==> src/rtl/bip_program_loader_if.sv <==
// Byte-stream in / program-memory write out bus of bip_program_loader.
// CHK_ERR is present only when LOADER_CHECKSUM_EN is defined.
interface bip_program_loader_if #(
  parameter int ADDR_W = 11
);
  logic [7:0]        RX_DATA;
  logic              RX_DONE;
  logic              RELOAD;
  logic [ADDR_W-1:0] PM_ADDR;
  logic [15:0]       PM_DATA;
  logic              PM_WE;
  logic              CPU_RUN;
  logic              LOADED;
  logic              OVERFLOW;
  logic [ADDR_W:0]   WORD_COUNT;
`ifdef LOADER_CHECKSUM_EN
  logic              CHK_ERR;

  modport master (
    input  RX_DATA, RX_DONE, RELOAD,
    output PM_ADDR, PM_DATA, PM_WE, CPU_RUN, LOADED, OVERFLOW, WORD_COUNT, CHK_ERR
  );
  modport slave (
    output RX_DATA, RX_DONE, RELOAD,
    input  PM_ADDR, PM_DATA, PM_WE, CPU_RUN, LOADED, OVERFLOW, WORD_COUNT, CHK_ERR
  );
`else
  modport master (
    input  RX_DATA, RX_DONE, RELOAD,
    output PM_ADDR, PM_DATA, PM_WE, CPU_RUN, LOADED, OVERFLOW, WORD_COUNT
  );
  modport slave (
    output RX_DATA, RX_DONE, RELOAD,
    input  PM_ADDR, PM_DATA, PM_WE, CPU_RUN, LOADED, OVERFLOW, WORD_COUNT
  );
`endif
endinterface

==> src/rtl/bip_program_loader.sv <==
// Assembles big-endian byte pairs into BIP instructions, writes them from address 0 and holds the
// CPU until the halt word or a full memory. Define LOADER_CHECKSUM_EN for a trailing XOR check byte.
module bip_program_loader #(
  parameter int ADDR_W = 11,
  parameter int DEPTH  = 2048
) (
  input  logic                 CLK,
  input  logic                 RESET,
  bip_program_loader_if.master bus
);

  typedef enum logic [2:0] {
    S_WAIT_HI = 3'd0,
    S_WAIT_LO = 3'd1,
    S_WRITE   = 3'd2,
`ifdef LOADER_CHECKSUM_EN
    S_CHECK   = 3'd4,
`endif
    S_DONE    = 3'd3
  } state_t;

`ifdef LOADER_CHECKSUM_EN
  localparam state_t S_END = S_CHECK;
`else
  localparam state_t S_END = S_DONE;
`endif
  localparam logic [ADDR_W-1:0] LAST_ADDR = ADDR_W'(DEPTH - 1);
  localparam logic [ADDR_W-1:0] ADDR_ONE  = {{(ADDR_W-1){1'b0}}, 1'b1};
  localparam logic [ADDR_W:0]   COUNT_ONE = {{ADDR_W{1'b0}}, 1'b1};

  state_t            r_state,      w_state_nxt;
  logic [ADDR_W-1:0] r_addr,       w_addr_nxt;
  logic [15:0]       r_data,       w_data_nxt;
  logic              r_we,         w_we_nxt;
  logic              r_cpu_run,    w_cpu_run_nxt;
  logic              r_loaded,     w_loaded_nxt;
  logic              r_overflow,   w_overflow_nxt;
  logic [ADDR_W:0]   r_word_count, w_word_count_nxt;
`ifdef LOADER_CHECKSUM_EN
  logic [7:0]        r_xor,        w_xor_nxt;
  logic              r_chk_err,    w_chk_err_nxt;
`endif

  // Next-state and next-output logic; every output is registered from these values.
  always_comb begin
    w_state_nxt      = r_state;
    w_addr_nxt       = r_addr;
    w_data_nxt       = r_data;
    w_overflow_nxt   = r_overflow;
    w_word_count_nxt = r_word_count;
`ifdef LOADER_CHECKSUM_EN
    w_xor_nxt        = r_xor;
    w_chk_err_nxt    = r_chk_err;
`endif
    case (r_state)
      S_WAIT_HI: begin
        if (bus.RX_DONE) begin
          w_data_nxt[15:8] = bus.RX_DATA;
          w_state_nxt      = S_WAIT_LO;
`ifdef LOADER_CHECKSUM_EN
          w_xor_nxt        = r_xor ^ bus.RX_DATA;
`endif
        end else begin
          w_state_nxt = S_WAIT_HI;
        end
      end
      S_WAIT_LO: begin
        if (bus.RX_DONE) begin
          w_data_nxt[7:0] = bus.RX_DATA;
          w_state_nxt     = S_WRITE;
`ifdef LOADER_CHECKSUM_EN
          w_xor_nxt       = r_xor ^ bus.RX_DATA;
`endif
        end else begin
          w_state_nxt = S_WAIT_LO;
        end
      end
      // Bytes arriving here are dropped: the UART cannot deliver one this soon.
      S_WRITE: begin
        w_word_count_nxt = {1'b0, r_addr} + COUNT_ONE;
        if (r_data[15:11] == 5'd0) begin
          w_state_nxt = S_END;
        end else if (r_addr == LAST_ADDR) begin
          w_overflow_nxt = 1'b1;
          w_state_nxt    = S_END;
        end else begin
          w_addr_nxt  = r_addr + ADDR_ONE;
          w_state_nxt = S_WAIT_HI;
        end
      end
`ifdef LOADER_CHECKSUM_EN
      S_CHECK: begin
        if (bus.RX_DONE) begin
          w_chk_err_nxt = (bus.RX_DATA != r_xor);
          w_state_nxt   = S_DONE;
        end else begin
          w_state_nxt = S_CHECK;
        end
      end
`endif
      S_DONE: begin
        if (bus.RELOAD) begin
          w_overflow_nxt = 1'b0;
          w_addr_nxt     = {ADDR_W{1'b0}};
          w_state_nxt    = S_WAIT_HI;
`ifdef LOADER_CHECKSUM_EN
          w_xor_nxt      = 8'h00;
          w_chk_err_nxt  = 1'b0;
`endif
        end else begin
          w_state_nxt = S_DONE;
        end
      end
      default: begin
        w_state_nxt = S_WAIT_HI;
      end
    endcase
    w_we_nxt     = (w_state_nxt == S_WRITE);
    w_loaded_nxt = (w_state_nxt == S_DONE);
`ifdef LOADER_CHECKSUM_EN
    w_cpu_run_nxt = w_loaded_nxt && !w_chk_err_nxt;
`else
    w_cpu_run_nxt = w_loaded_nxt;
`endif
  end

  // State and output registers.
  always_ff @(posedge CLK or negedge RESET) begin
    if (!RESET) begin
      r_state      <= S_WAIT_HI;
      r_addr       <= {ADDR_W{1'b0}};
      r_data       <= 16'h0000;
      r_we         <= 1'b0;
      r_cpu_run    <= 1'b0;
      r_loaded     <= 1'b0;
      r_overflow   <= 1'b0;
      r_word_count <= {(ADDR_W+1){1'b0}};
`ifdef LOADER_CHECKSUM_EN
      r_xor        <= 8'h00;
      r_chk_err    <= 1'b0;
`endif
    end else begin
      r_state      <= w_state_nxt;
      r_addr       <= w_addr_nxt;
      r_data       <= w_data_nxt;
      r_we         <= w_we_nxt;
      r_cpu_run    <= w_cpu_run_nxt;
      r_loaded     <= w_loaded_nxt;
      r_overflow   <= w_overflow_nxt;
      r_word_count <= w_word_count_nxt;
`ifdef LOADER_CHECKSUM_EN
      r_xor        <= w_xor_nxt;
      r_chk_err    <= w_chk_err_nxt;
`endif
    end
  end

  assign bus.PM_ADDR    = r_addr;
  assign bus.PM_DATA    = r_data;
  assign bus.PM_WE      = r_we;
  assign bus.CPU_RUN    = r_cpu_run;
  assign bus.LOADED     = r_loaded;
  assign bus.OVERFLOW   = r_overflow;
  assign bus.WORD_COUNT = r_word_count;
`ifdef LOADER_CHECKSUM_EN
  assign bus.CHK_ERR    = r_chk_err;
`endif

endmodule

==> src/flat_wrapper.sv <==
// flat-port wrapper written by rule: the top's interface ports become plain ports
module bip_program_loader_flat 
#(
  parameter int ADDR_W = 11,
  parameter int DEPTH  = 2048
)
  (CLK, RESET, bus_RX_DATA, bus_RX_DONE, bus_RELOAD, bus_PM_ADDR, bus_PM_DATA, bus_PM_WE, bus_CPU_RUN, bus_LOADED, bus_OVERFLOW, bus_WORD_COUNT);
  bip_program_loader_if #(.ADDR_W(ADDR_W)) bus_i ();
  input  logic CLK;
  input  logic RESET;
  input wire logic [$bits(bus_i.RX_DATA)-1:0] bus_RX_DATA;
  input wire logic [$bits(bus_i.RX_DONE)-1:0] bus_RX_DONE;
  input wire logic [$bits(bus_i.RELOAD)-1:0] bus_RELOAD;
  output wire logic [$bits(bus_i.PM_ADDR)-1:0] bus_PM_ADDR;
  output wire logic [$bits(bus_i.PM_DATA)-1:0] bus_PM_DATA;
  output wire logic [$bits(bus_i.PM_WE)-1:0] bus_PM_WE;
  output wire logic [$bits(bus_i.CPU_RUN)-1:0] bus_CPU_RUN;
  output wire logic [$bits(bus_i.LOADED)-1:0] bus_LOADED;
  output wire logic [$bits(bus_i.OVERFLOW)-1:0] bus_OVERFLOW;
  output wire logic [$bits(bus_i.WORD_COUNT)-1:0] bus_WORD_COUNT;
  assign bus_i.RX_DATA = bus_RX_DATA;
  assign bus_i.RX_DONE = bus_RX_DONE;
  assign bus_i.RELOAD = bus_RELOAD;
  assign bus_PM_ADDR = bus_i.PM_ADDR;
  assign bus_PM_DATA = bus_i.PM_DATA;
  assign bus_PM_WE = bus_i.PM_WE;
  assign bus_CPU_RUN = bus_i.CPU_RUN;
  assign bus_LOADED = bus_i.LOADED;
  assign bus_OVERFLOW = bus_i.OVERFLOW;
  assign bus_WORD_COUNT = bus_i.WORD_COUNT;
  bip_program_loader #(.ADDR_W(ADDR_W), .DEPTH(DEPTH)) u_core (.CLK(CLK), .RESET(RESET), .bus(bus_i));
endmodule
==> config.mk <==
export PLATFORM = sky130hd
export DESIGN_NAME = bip_program_loader_flat
export DESIGN_NICKNAME = d
export VERILOG_FILES = /design/src/rtl/bip_program_loader_if.sv /design/src/rtl/bip_program_loader.sv /design/src/flat_wrapper.sv
export SDC_FILE = /design/constraint.sdc
export NUM_CORES = 1
export LEC_CHECK = 0
export CELL_PAD_IN_SITES_DETAIL_PLACEMENT = 0
export CELL_PAD_IN_SITES_GLOBAL_PLACEMENT = 1
export CORE_ASPECT_RATIO = 1.2
export CORE_MARGIN = 2
export CORE_UTILIZATION = 34
export CTS_BUF_LIST = sky130_fd_sc_hd__clkbuf_2 sky130_fd_sc_hd__clkbuf_4 sky130_fd_sc_hd__clkbuf_8
export DETAILED_ROUTE_END_ITERATION = 12
export PLACE_DENSITY = 0.78
export SLEW_MARGIN = 0
export SYNTH_ARGS = -nofsm -noshare
export SYNTH_HDL_FRONTEND = slang
export SYNTH_SLANG_ARGS = --single-unit
==> constraint.sdc <==
create_clock -name CLK -period 1.86 [get_ports CLK]
set_input_delay 0.279 -clock CLK [delete_from_list [all_inputs] [get_ports CLK]]
set_output_delay 0.279 -clock CLK [all_outputs]
set_load 0.005 [all_outputs]
======== Word-level counts from Yosys, hierarchy flattened ========
Index checks and enable logic that the tools add are counted.
Widths: inputs -> output; s select.
storage, ports and cells
  bits in registers ....................... 45
  input port bits ......................... 12
  output and inout bits ................... 43
  word-level logic and storage cells ...... 41
cells by class
  add/subtract/negate cells ............... 2
  equality and inequality tests ........... 10
  mux-type cells .......................... 14
  reduce and logical (&&, ||, !) cells .... 7
operators with widths
  operator               number
  $mux 11                3
  $pmux 11 s2            1
  $add 11x1->12 const B  1
  $eq 3x2->1 const B     4
  $pmux 3 s4             1
  $add 11x1->11 const B  1
  $eq 11x11->1 const B   1
  $reduce_and 4->1       2
  $mux 2                 3
  $ne 2x2->1 const B     3
  $logic_not 5->1        1
  $mux 1                 4
  $reduce_and 2->1       2
  $eq 3x1->1 const B     1
  $logic_not 3->1        1
  $mux 3                 1
  $ne 2x1->1 const B     1
  $pmux 1 s2             1
  $reduce_bool 2->1      1

======== Logic depth before layout (Yosys ltp) ========
Gate-level depths: netlist of run 1.
  depth in word-level cells ............... 5
  depth in mapped cells ................... 7
  mapped depth without buffers ............ 5

======== Least setup slack after synthesis of run 1 ========
OpenSTA, ideal clock, no wires.
  path kind ............................... reg-to-reg
  start point ............................. register u_core.r_addr[0] (netlist: u_core.bus.PM_ADDR[0])
  end point ............................... register u_core.r_addr[9] (netlist: u_core.bus.PM_ADDR[9])
  setup time .............................. 0.126 ns
  arrival time ............................ 1.787 ns
  required time ........................... 1.734 ns
  setup slack ............................. -0.053 ns
  cell stages (with the launch flop) ...... 7
  path buffers ............................ 1
  clock period less this slack ............ 1.913 ns
  path through ............................ dfrtp_1 ha_1 nand4_4 nor4_1 or3b_4 buf_6 a221o_1
between the ends
  word-level cells in the longest chain between the ends .. 4
  elaborated cells between the ends (all ways) .. 7
  those cells by class .................... add/sub (1); eq/ne (2); mux (3); reduce/logical (1)
ends and longest elaborated chain
  item                    RTL line                   source
  from (decl)             bip_program_loader.sv:32   logic [ADDR_W-1:0] r_addr, w_addr_nxt;
  from (signal assigned)  bip_program_loader.sv:131  r_addr <= {ADDR_W{1'b0}};
  from (signal assigned)  bip_program_loader.sv:144  r_addr <= w_addr_nxt;
  $add 11x1->11           bip_program_loader.sv:87   w_addr_nxt = r_addr + ADDR_ONE;
  $mux 11                 bip_program_loader.sv:83   end else if (r_addr == LAST_ADDR) begin
  $mux 11                 bip_program_loader.sv:81   if (r_data[15:11] == 5'd0) begin
  $pmux 11 s2             bip_program_loader.sv:55   case (r_state)
Parallel ways exist; a longest one is shown, timed or not. The select of a mux whose other input is x is not followed.
A chain may end at the register's enable or synchronous reset.

======== Worst setup path in the final report of run 1 ========
  start point ............................. register u_core.r_addr[0] (netlist: u_core.bus.PM_ADDR[0])
  end point ............................... register u_core.r_addr[4] (netlist: u_core.bus.PM_ADDR[4])
Same word-level chain as after synthesis.

==> flow_metrics.py, run 1 <==
metrics = {
    "worst_setup_path": {
        "worstReg2RegEnd": "u_core.bus.PM_ADDR[4]",
        "critPathSlowestCell": "or3b_4",
        "reg2reg_depth": 5,
        "reg2reg_from": "u_core.bus.PM_ADDR[0]",
        "start_kind": "register",
        "r2r_slack_ps": 90,
        "required_ps": 2050,
        "crit_arrival_ps": 1960,
        "path_cells": "ha_2 > nand4_4 > nor4_1 > or3b_4 > a221o_1",
        "crit_path_max_fanout": 12,
        "crit_path_end_kind": "register",
        "critPathKind": "reg -> reg",
        "cpPeakStageDelay_ps": 470,
    },
    "timing": {
        "post-route-period-util_pct": 95.1,
        "final_max_slew_viol_count": 0,
        "hold_viol": 0,
        "tightest_slew_ps": 546,
        "finalSetupViolCount": 0,
        "rsz0062_at_grt": "no",
        "final.setup.tns_ps": 0,
        "skew_ps": 8.60,
        "max_freq_mhz": 565,
        "relSlewSlack_pct": 63.6,
        "finalHoldWorstSlack_ps": 478,
        "min_period_ps": 1770,
        "fin_ws_ps": 91.6,
    },
    "floorplan": {
        "dieArea_um2": 6590,
        "die_w_um": 74.4,
        "initial_core_util_pct": 35.5,
        "core_area_um2": 5710,
        "placementRows": 30,
        "io_pins": 55,
        "dieHeight_um": 88.5,
    },
    "layout": {
        "drive_above_1_share_pct": 16.5,
        "antennaDiodeCount": 0,
        "multi_input_area_um2": 855,
        "fillers": 590,
        "nets": 272,
        "area.sequential_um2": 1100,
        "area_growth_pct": 41.0,
        "fin_cells": 340,
        "final_util_pct": 50.0,
        "final_area_um2": 2850,
    },
    "cts": {
        "cts_sinks": 44,
        "htreeDepth": 2,
        "tritoncts": "done",
        "postCtsSetupRepairBufs": 0,
        "clk_path_buf_depth": 2,
        "root_buffer": "clkbuf_8",
        "path_clk_slew_ps": 80,
        "cts_made_buffers": 5,
        "clk_latency_ps": 300,
    },
    "logic_synthesis": {
        "ys_ff_latch": 44,
        "syn_inst": 190,
        "ys_warn_count": 0,
        "syn-num-nets": 203,
        "asyncSetResetFlopFracSynth_pct": 100,
        "mappedNetlistArea_um2": 2020,
        "synth_edf_count": 0,
        "synth.distinct_cells": 40,
        "synth.avg_cell_area_um2": 10.7,
        "yosys_most_used_dff": "dfrtp_1",
        "synth-seq-area-share_pct": 54.4,
    },
    "placement": {
        "dp.cells": 331,
        "gp_congestion": 0.796,
        "placed_area_um2": 2740,
        "port_buffers": 54,
        "dp_slack_ps": -167,
        "dp_hpwl_um": 3440,
    },
    "worst_hold_path": {
        "min_path_type": "reg -> reg",
        "min_to": "u_core.bus.WORD_COUNT[5]",
        "hold_start": "u_core.bus.WORD_COUNT[5]",
        "min_path_cells": 2,
    },
    "status": {
        "status": "completed",
    },
    "grt": {
        "gr-total-overflow": 0,
        "antenna_found_initial": 0,
        "track_usage_pct": 16.4,
        "grt_first_pass_wirelength_um": 8200,
        "grt_max_degree": 24,
        "grt_pass1_vias": 1694,
    },
    "drt": {
        "first_pass_iters": 4,
        "finalWirelength_um": 4790,
        "viasPerCell": 4.76,
        "drtIter0Drc": 75,
        "drcViolationCount": 0,
        "wl_per_cell_um": 14.1,
        "via_count": 1618,
        "ant_nets": 0,
    },
    "power": {
        "swShare_pct": 32.0,
        "total_power_mw": 3.52,
        "power_frac_comb_pct": 40.5,
        "p_seq_share_pct": 40.8,
        "p_sw_mw": 1.13,
        "power.leakage_nw": 1.23,
        "ir_worst_vdd_uv": 782,
        "powerDensity_nw_per_um2": 1230,
        "power.internal_mw": 2.39,
        "power.share.clock_pct": 18.7,
    },
    "run": {
        "max_cap_violations": 0,
    },
}
-- power groups by stage --
stage	logic [mW]	registers (mW)	clock network, mW
floorplan	0.672	1.44	0
global placement	1.44	1.44	0
detailed placement	1.45	1.45	0
CTS	1.46	1.44	0.682
global route	1.59	1.48	0.716
finish	1.43	1.44	0.657
-- synth_stat cells (3+ instances only) --
cell	instances	area share, %
o21ai_0	11	2.7
nor4b_1	3	1.3
mux2_2	8	4.5
nor4_1	5	1.5
dfrtp_1	44	54
nor3_1	9	2.2
xor2_1	3	1.3
xnor2_1	4	1.7
clkbuf_1	5	0.93
and2_1	4	1.2
inv_1	3	0.56
a221o_1	9	4.5
nand3_1	4	0.99
nor2_1	6	1.1
nand2_1	40	7.4
-- layout make-up --
cell class | instances | share of cell area (%)
Sequential cell | 44 | 38.6
Multi-Input combinational cell | 132 | 29.9
Timing Repair Buffer | 72 | 24.0
Tap cell | 80 | 3.51
Clock buffer | 8 | 3.42
Inverter | 4 | 0.526
-- per-layer routing --
metal  part of all wire, %  routed length [um]  up-vias  global-route usage (%)
met4                   1.7                  80        0                    6.33
met2                    46                2220       49                    25.9
li1                      -                   -      803                       -
met5                     0                   0        -                       0
met1                    44                2110      760                    20.7
met3                   7.8                 374        6                    5.58
-- cells by family (layout without fill, tap and decap cells) --
group	Yosys count	in the layout	share of synthesized area (%)
AND/OR/NAND/NOR	86	86	22.5
multiplexers	10	10	5.56
buffers and inverters	14	84	3.77
adder cells (fa/ha/maj)	1	1	0.618
AO/OA/AOI/OAI	28	28	10.1
XOR/XNOR	7	7	3.03
flip-flops	44	44	54.4
-- state kept, by name (all words and copies together), names as in the netlist --
name	flops
u_core.bus.PM_WE	1
u_core.bus.CPU_RUN	1
u_core.r_state	2
u_core.bus.PM_DATA	16
u_core.bus.PM_ADDR	11
u_core.bus.OVERFLOW	1
u_core.bus.WORD_COUNT	12
-- critical path, delay by kind of cell, from the launching register on --
family / cells / cell delay, ps
AO/OA/AOI/OAI: 1 / 380
adder cells (fa/ha/maj): 1 / 210
flip-flops: 1 / 390
AND/OR/NAND/NOR: 3 / 680
-- how the worst max path moves through the flow --
stage                     cells past startpoint  slack [ps]             startpoint                endpoint
final                                         5          90  u_core.bus.PM_ADDR[0]   u_core.bus.PM_ADDR[4]
after global routing                          5          10  u_core.bus.PM_ADDR[0]   u_core.bus.PM_ADDR[4]
after CTS                                     5          60  u_core.bus.PM_ADDR[0]   u_core.bus.PM_ADDR[4]
after detailed placement                      5        -170             bus_RELOAD   u_core.bus.PM_ADDR[4]
after global placement                        5        -130             bus_RELOAD  u_core.bus.PM_ADDR[10]
after floorplan                               6          10  u_core.bus.PM_ADDR[0]   u_core.bus.PM_ADDR[9]
-- cell usage in the layout, fill, tap and decap left out, drive strengths merged --
cell type | synthesis | final
inv | 3 | 3
xnor2 | 4 | 4
nor2 | 7 | 7
or2 | 2 | 2
nor3b | 1 | 1
a31oi | 1 | 1
nor4 | 5 | 5
clkinv | 1 | 1
mux2 | 10 | 10
nor2b | 2 | 2
a221o | 9 | 9
buf | 5 | 18
dfrtp | 44 | 44
o21ai | 12 | 12
a22o | 2 | 2
nand2b | 2 | 2
o21a | 2 | 2
and2 | 4 | 4
or3b | 1 | 1
o41ai | 1 | 1
xor2 | 3 | 3
clkdlybuf4s50 | 0 | 53
nand2 | 40 | 40
nand3b | 1 | 1
nor3 | 10 | 10
nand4 | 2 | 2
clkbuf | 5 | 8
a21o | 1 | 1
nor4b | 3 | 3
or3 | 1 | 1
ha | 1 | 1
dlygate4sd3 | 0 | 1
nand3 | 5 | 5
-- timing repair --
action,in CTS,in global routing
hold buffers,1,0
endpoints found under the setup margin,0,2
resized for setup,0,1
hold endpoints to repair,22,0
(Power assumes the default switching activity.)
==> run 2, diff against run 1 <==
CORE_MARGIN = default   (was 2)
==> flow_metrics.py, run 2 (synthesis gave the netlist of run 1 again) <==
metrics = {
    "timing": {
        "post-route-period-util_pct": 94.6,
        "min_period_ps": 1760,
        "relSlewSlack_pct": 62.3,
        "skew_ps": 6.01,
        "final.setup.tns_ps": 0,
        "hold_viol": 0,
        "rsz0062_at_grt": "no",
        "tightest_slew_ps": 566,
        "final_max_slew_viol_count": 0,
        "max_freq_mhz": 568,
        "finalHoldWorstSlack_ps": 56.0,
        "finalSetupViolCount": 0,
    },
    "power": {
        "power.leakage_nw": 1.21,
        "powerDensity_nw_per_um2": 1230,
        "ir_worst_vdd_uv": 953,
    },
    "drt": {
        "drtIter0Drc": 105,
        "finalWirelength_um": 4660,
        "drcViolationCount": 0,
        "ant_nets": 0,
        "via_count": 1637,
        "first_pass_iters": 4,
        "viasPerCell": 4.84,
        "wl_per_cell_um": 13.8,
    },
    "cts": {
        "htreeDepth": 2,
        "clk_path_buf_depth": 2,
        "cts_sinks": 44,
        "tritoncts": "done",
        "root_buffer": "clkbuf_8",
        "path_clk_slew_ps": 80,
        "postCtsSetupRepairBufs": 0,
        "clk_latency_ps": 300,
        "hold_buffers": 0,
        "cts_made_buffers": 5,
        "ctsResizeCount": 0,
    },
    "grt": {
        "gr-total-overflow": 0,
        "track_usage_pct": 16.5,
        "grt_max_degree": 45,
        "grt_first_pass_wirelength_um": 7990,
        "antenna_found_initial": 0,
        "grt_pass1_vias": 1722,
    },
    "layout": {
        "antennaDiodeCount": 0,
        "drive_above_1_share_pct": 15.9,
        "area_growth_pct": 38.8,
        "area.sequential_um2": 1100,
        "fillers": 563,
        "final_common_cell": "clkdlybuf4s50_1",
        "final_cell_mix": "53 x clkdlybuf4s50_1, 44 x dfrtp_1, 40 x nand2_1, 17 x buf_4, 11 x o21ai_0",
        "multi_input_area_um2": 850,
        "nets": 271,
        "largest_reg_flops": 16,
    },
    "worst_setup_path": {
        "crit_arrival_ps": 1940,
        "crit_path_max_fanout": 12,
        "required_ps": 2040,
        "start_kind": "register",
        "critPathKind": "reg -> reg",
        "crit_path_end_kind": "register",
    },
    "worst_hold_path": {
        "min_path_type": "in -> async",
    },
    "run": {
        "max_cap_violations": 0,
    },
    "status": {
        "status": "completed",
    },
    "placement": {
        "port_buffers": 54,
        "dp_hpwl_um": 3290,
        "gp_congestion": 0.784,
    },
    "floorplan": {
        "io_pins": 55,
        "initial_core_util_pct": 35.5,
        "placementRows": 30,
        "die_w_um": 72.4,
        "dieHeight_um": 86.5,
        "dieArea_um2": 6270,
        "core_area_um2": 5710,
    },
}
[run 2: cell type report]
class,instances,area share [%]
Timing Repair Buffer,71,23.6
Tap cell,80,3.56
Inverter,4,0.534
Sequential cell,44,39.2
Clock inverter,1,0.178
Clock buffer,6,2.72
Multi-Input combinational cell,132,30.2
[run 2: layer usage]
layer | GRT usage [%] | wire length, um | vias up | part of all wire, %
li1 | - | - | 800 | -
met1 | 20.1 | 1950 | 780 | 42
met2 | 28.0 | 2320 | 50 | 50
met3 | 5.58 | 338 | 7 | 7.2
met4 | 4.28 | 58 | 0 | 1.2
met5 | 0 | 0 | - | 0
[run 2: worst paths after layout]
kind	cells past startpoint	endpoint	slack [ps]	startpoint
max	5	u_core.bus.PM_ADDR[2]	100	u_core.bus.PM_ADDR[0]
min reg2reg	2	u_core.bus.WORD_COUNT[4]	480	u_core.bus.WORD_COUNT[4]
max in group asynchronous	2	u_core.bus.PM_ADDR[3]	1420	RESET
min in group CLK	2	u_core.bus.WORD_COUNT[4]	480	u_core.bus.WORD_COUNT[4]
min	2	u_core.bus.PM_DATA[4]	60	RESET
max reg2reg	5	u_core.bus.PM_ADDR[2]	100	u_core.bus.PM_ADDR[0]
[run 2: per-stage QoR]
stage / utilization (%) / setup WS (ps) / total power [mW] / std cells / instance area, um^2
4_1_cts: 49.3 / 61.4 / 3.50 / 338 / 2810
5_1_grt: 49.3 / 12.3 / 3.70 / 338 / 2810
2_1_floorplan: - / 11.1 / 2.11 / 190 / 2030
3_3_place_gp: 47.8 / -132 / 2.87 / 331 / 2730
3_5_place_dp: 47.8 / -146 / 2.90 / 331 / 2730
6_report: 49.3 / 99.7 / 3.44 / 338 / 2810
[run 2: report_power, final]
part	switching (mW)	total, mW	leakage [nW]	internal [mW]
Clock	0.315	0.586	0.0445	0.270
Sequential	0.196	1.43	0.569	1.24
Combinational	0.605	1.43	0.599	0.821
[run 2: critical path, stage by stage (launching register included)]
cell	delay [ps]
dfrtp_1	390
ha_2	210
nand4_4	130
nor4_1	80
or3b_4	460
a221o_1	370
